[src/rtl/craft_sbox.sv]
// CRAFT 4-bit involutive S-box: one combinational lane plus a registered NIBBLES-wide layer.
// Optional registered state parity output is enabled by defining CRAFT_SBOX_PARITY_EN.
module craft_sbox #(
   parameter int NIBBLES = 16
) (
   input  logic                 CLK,
   input  logic                 RST,
   input  logic [3:0]           din,
   output logic [3:0]           dout,
   input  logic                 valid_in,
   input  logic [4*NIBBLES-1:0] state_in,
   output logic [4*NIBBLES-1:0] state_out,
   output logic                 valid_out
`ifdef CRAFT_SBOX_PARITY_EN
   ,
   output logic                 parity_out
`endif
);

   // The table is its own inverse, so the same function serves both directions.
   function automatic logic [3:0] sbox_f(input logic [3:0] x);
      logic [3:0] y;
      y = 4'h0;
      case (x)
         4'h0: y = 4'hC;
         4'h1: y = 4'hA;
         4'h2: y = 4'hD;
         4'h3: y = 4'h3;
         4'h4: y = 4'hE;
         4'h5: y = 4'hB;
         4'h6: y = 4'hF;
         4'h7: y = 4'h7;
         4'h8: y = 4'h8;
         4'h9: y = 4'h9;
         4'hA: y = 4'h1;
         4'hB: y = 4'h5;
         4'hC: y = 4'h0;
         4'hD: y = 4'h2;
         4'hE: y = 4'h4;
         4'hF: y = 4'h6;
         default: y = 4'h0;
      endcase
      return y;
   endfunction

   assign dout = sbox_f(din);

   logic [4*NIBBLES-1:0] sub_state;
   logic [4*NIBBLES-1:0] state_d, state_q;
   logic                 valid_q;

   // NOTE: every always_comb output gets a default first, so no path can infer a latch.
   always_comb begin
      sub_state = '0;
      for (int i = 0; i < NIBBLES; i++) begin
         sub_state[4*i +: 4] = sbox_f(state_in[4*i +: 4]);
      end
      state_d = valid_in ? sub_state : state_q;
   end

`ifdef CRAFT_SBOX_PARITY_EN
   logic parity_d, parity_q;

   always_comb begin
      parity_d = valid_in ? ^sub_state : parity_q;
   end
`endif

   // NOTE: sequential state uses non-blocking assignments so all registers update from pre-edge values.
   always_ff @(posedge CLK or posedge RST) begin
      if (RST) begin
         state_q  <= '0;
         valid_q  <= 1'b0;
`ifdef CRAFT_SBOX_PARITY_EN
         parity_q <= 1'b0;
`endif
      end else begin
         state_q  <= state_d;
         valid_q  <= valid_in;
`ifdef CRAFT_SBOX_PARITY_EN
         parity_q <= parity_d;
`endif
      end
   end

   assign state_out = state_q;
   assign valid_out = valid_q;
`ifdef CRAFT_SBOX_PARITY_EN
   assign parity_out = parity_q;
`endif

endmodule

[config.mk]
export PLATFORM = sky130hd
export DESIGN_NAME = craft_sbox
export DESIGN_NICKNAME = d
export VERILOG_FILES = /design/src/rtl/craft_sbox.sv
export SDC_FILE = /design/constraint.sdc
export NUM_CORES = 1
export LEC_CHECK = 0
export ABC_AREA = 1
export CAP_MARGIN = 5
export CORE_AREA = 2 2 89 91
export CTS_BUF_LIST = sky130_fd_sc_hd__clkbuf_8 sky130_fd_sc_hd__clkbuf_16
export DETAILED_ROUTE_END_ITERATION = 10
export DIE_AREA = 0 0 91 93
export PLACE_DENSITY = 0.88
export SKIP_CTS_REPAIR_TIMING = 1
export SLEW_MARGIN = 20
export SYNTH_ARGS = -nofsm -noshare
export SYNTH_HDL_FRONTEND = slang
export SYNTH_SLANG_ARGS = --single-unit
[constraint.sdc]
create_clock -name CLK -period 3.15 [get_ports CLK]
set_input_delay 0.63 -clock CLK [delete_from_list [all_inputs] [get_ports CLK]]
set_output_delay 0.63 -clock CLK [all_outputs]
set_load 0.05 [all_outputs]
==> impl_metrics.json <==
{
  "ios": 140,
  "fmax_ghz": 0.3470,
  "grt_max_degree": 78,
  "finish.instance_area_sq_um": 5112,
  "crit_path_top_delay_cell": "clkdlybuf4s50_1",
  "clock_latency_ns": 0.32,
  "r2r_slack_ns": 2.37,
  "stdcell_count": 717,
  "layout.nets": 681,
  "wire_per_inst_microns": 12.83,
  "path_cells": "clkdlybuf4s50_1 -> inv_1 -> a21oi_1 -> clkdlybuf4s50_1",
  "vias": 3533,
  "drc": 0,
  "status": "finished clean",
  "synth_top_area_frac": 0.4739,
  "ant_nets": 0,
  "start_util": 0.4560,
  "leakagePower_nw": 2.527,
  "seqPwrFrac": 0.359,
  "timing.rr.start": "state_out[10]",
  "drt_first_pass_iters": 4,
  "yosys_warnings": 0,
  "dieHeight_microns": 93,
  "setup_viol": 0,
  "synthCells": 469,
  "synth_top_cell_by_area": "dfrtp_1",
  "dp.cells": 701,
  "period_share": 0.9150,
  "seq_area_frac_synth": 0.4739,
  "dpl-instance-area_sq_um": 4868,
  "grt_pass1_vias": 3453,
  "synth_cell_type_count": 15,
  "cts-root-buf": "clkbuf_8",
  "critical_path.most_common_cell": "clkdlybuf4s50_1",
  "hp-class": "reg -> reg",
  "rows": 32,
  "hold_start": "state_out[52]",
  "cp_num_buf_inv": 3,
  "cp_max_fo": 4,
  "synthesis.area_sq_um": 3432,
  "crit_path_start_kind": "primary input",
  "startpoint": "din[2]",
  "power_switching_mw": 0.9411,
  "reg2reg_depth": 3,
  "netlist_top_cells_area": "dfrtp_1 47%, nand2_1 18%, a21oi_1 7.4%, inv_1 7.2%, nor2_1 5.0%",
  "clk_pin_slew_ns": 0.07,
  "cts_buffer_depth": 2,
  "dieArea_sq_um": 8463,
  "drt_iter0_drc": 170,
  "worstPathArrival_ns": 2.25,
  "skew_ns": 0,
  "tightest_slew_ns": 0.6908,
  "synthesis.nets": 540,
  "antenna_found_initial": 0,
  "syn_to_final_growth_pct": 48.96,
  "syn_area_per_cell_sq_um": 7.318,
  "final_util": 0.6792,
  "ys_seq_elements": 65,
  "finalHoldViolations": 0,
  "fin_crit_ns": 2.882,
  "cp.depth": 4,
  "drive_above_1_share": 0.06504,
  "track_usage": 0.2226,
  "min_path_cells": 2,
  "grt_overflow": 0,
  "cts_tree": "done",
  "slowest_delay_ns": 0.83,
  "r2r-end": "state_out[10]",
  "cp-end-kind": "primary output",
  "maxCapViolCount": 0,
  "p_int_mw": 1.785,
  "post-place-ws_ns": 0.2719,
  "clock_power_share": 0.313,
  "p_sw_frac": 0.3452,
  "clock-sinks": 65,
  "portBuffers": 139,
  "cts_buffers": 9,
  "max_slew_margin": 0.5388,
  "finalSetupTns_ns": 0,
  "vias_per_cell": 4.927,
  "cp_data_required_time_ns": 2.52,
  "gp_congestion": 0.8392,
  "ir_worst_vdd_v": 0.0003077,
  "dp_hpwl_microns": 6742,
  "cts_max_level": 3,
  "coreArea_sq_um": 7527,
  "comb_power_share": 0.328,
  "grt_pass1_wl_microns": 15430,
  "pwr_density_cell_nw_per_um2": 533.2,
  "n_antenna_cell": 0,
  "drv_slew": 0,
  "wl_microns": 9198,
  "worstSetupPathType": "in -> out",
  "crit_path_end": "dout[1]",
  "grt_setup_unrepaired": "false",
  "setup_ws_ns": 0.2679,
  "critical-path-top-delay-family": "buffers and inverters",
  "chipWidth_microns": 91
}
## cell usage in the layout (no fill, tap or decap)
cell type	Yosys	final
o211ai_1	2	2
nor2_1	46	46
clkdlybuf4s50_1	0	137
inv_2	0	1
o21ai_0	13	13
buf_4	1	4
o21ai_1	7	7
nand2_1	167	167
bufinv_16	0	3
clkbuf_8	0	10
a21oi_2	18	18
dfrtp_1	65	65
clkinv_2	0	1
clkinvlp_4	0	1
a21oi_1	51	51
inv_6	1	1
buf_12	0	1
and2_1	3	3
inv_1	66	66
nand3_1	18	18
## cell type report
type                            count  area [sq um]
Tap cell                          102         127.6
Clock inverter                      6         106.4
Sequential cell                    65          1627
Timing Repair Buffer              142          1421
Fill cell                         626          2415
Inverter                           67         256.5
Multi-Input combinational cell    325          1436
Clock buffer                       10         137.6
## kinds of logic (layout without fill, tap and decap cells)
group | Yosys count | count (layout) | share of synthesized area
buf+inv | 79 | 225 | 0.1075
simple gates | 234 | 234 | 0.2647
flops | 65 | 65 | 0.4739
compound gates | 91 | 91 | 0.1538
## routing by layer
| metal | part of all wire | routed length, microns | track usage | vias up |
|---|---|---|---|---|
| li1 | - | - | - | 1739 |
| met1 | 0.41 | 3778 | 0.2746 | 1626 |
| met2 | 0.50 | 4572 | 0.3833 | 150 |
| met3 | 0.075 | 689 | 0.05077 | 18 |
| met4 | 0.017 | 157 | 0.08207 | 0 |
| met5 | 0 | 0 | 0 | - |
## synthesized netlist by cell type, drive strengths merged
cell type,count
nand2,167
buf,12
o21ai,20
dfrtp,65
o211ai,2
inv,67
and2,3
a21oi,69
nor2,46
nand3,18
## sequential cells by signal (all words and copies together), names as in the netlist
signal / cells
state_out: 64
valid_out: 1
## worst reg2reg max path, stage by stage, from the launching register on
cell	delay, ns
dfrtp_1	0.39
nand2_1	0.07
and2_1	0.14
nand2_1	0.07
## worst min path at each step
stage	slack (ns)	to
floorplan	0.66	valid_out
global placement	0.46	state_out[45]
detailed placement	0.46	state_out[52]
CTS	0.48	state_out[52]
global route	0.50	state_out[12]
finish	0.48	state_out[52]
## power by group through the flow
stage	Clock (mW)	Sequential (mW)	Combinational, mW
2_1_floorplan	0	1.31	0.223
3_3_place_gp	0	0.991	0.878
3_5_place_dp	0	0.992	0.895
4_1_cts	0.865	0.978	0.899
5_1_grt	0.905	0.990	0.953
6_report	0.853	0.978	0.894
## stage by stage
| stage | hold slack (ns) | total power, mW |
|---|---|---|
| 2_1_floorplan | 0.6614 | 1.533 |
| 3_3_place_gp | 0.4626 | 1.869 |
| 3_5_place_dp | 0.4645 | 1.887 |
| 4_1_cts | 0.4831 | 2.743 |
| 5_1_grt | 0.5038 | 2.847 |
| 6_report | 0.4796 | 2.726 |
(Power assumes the default switching activity.)
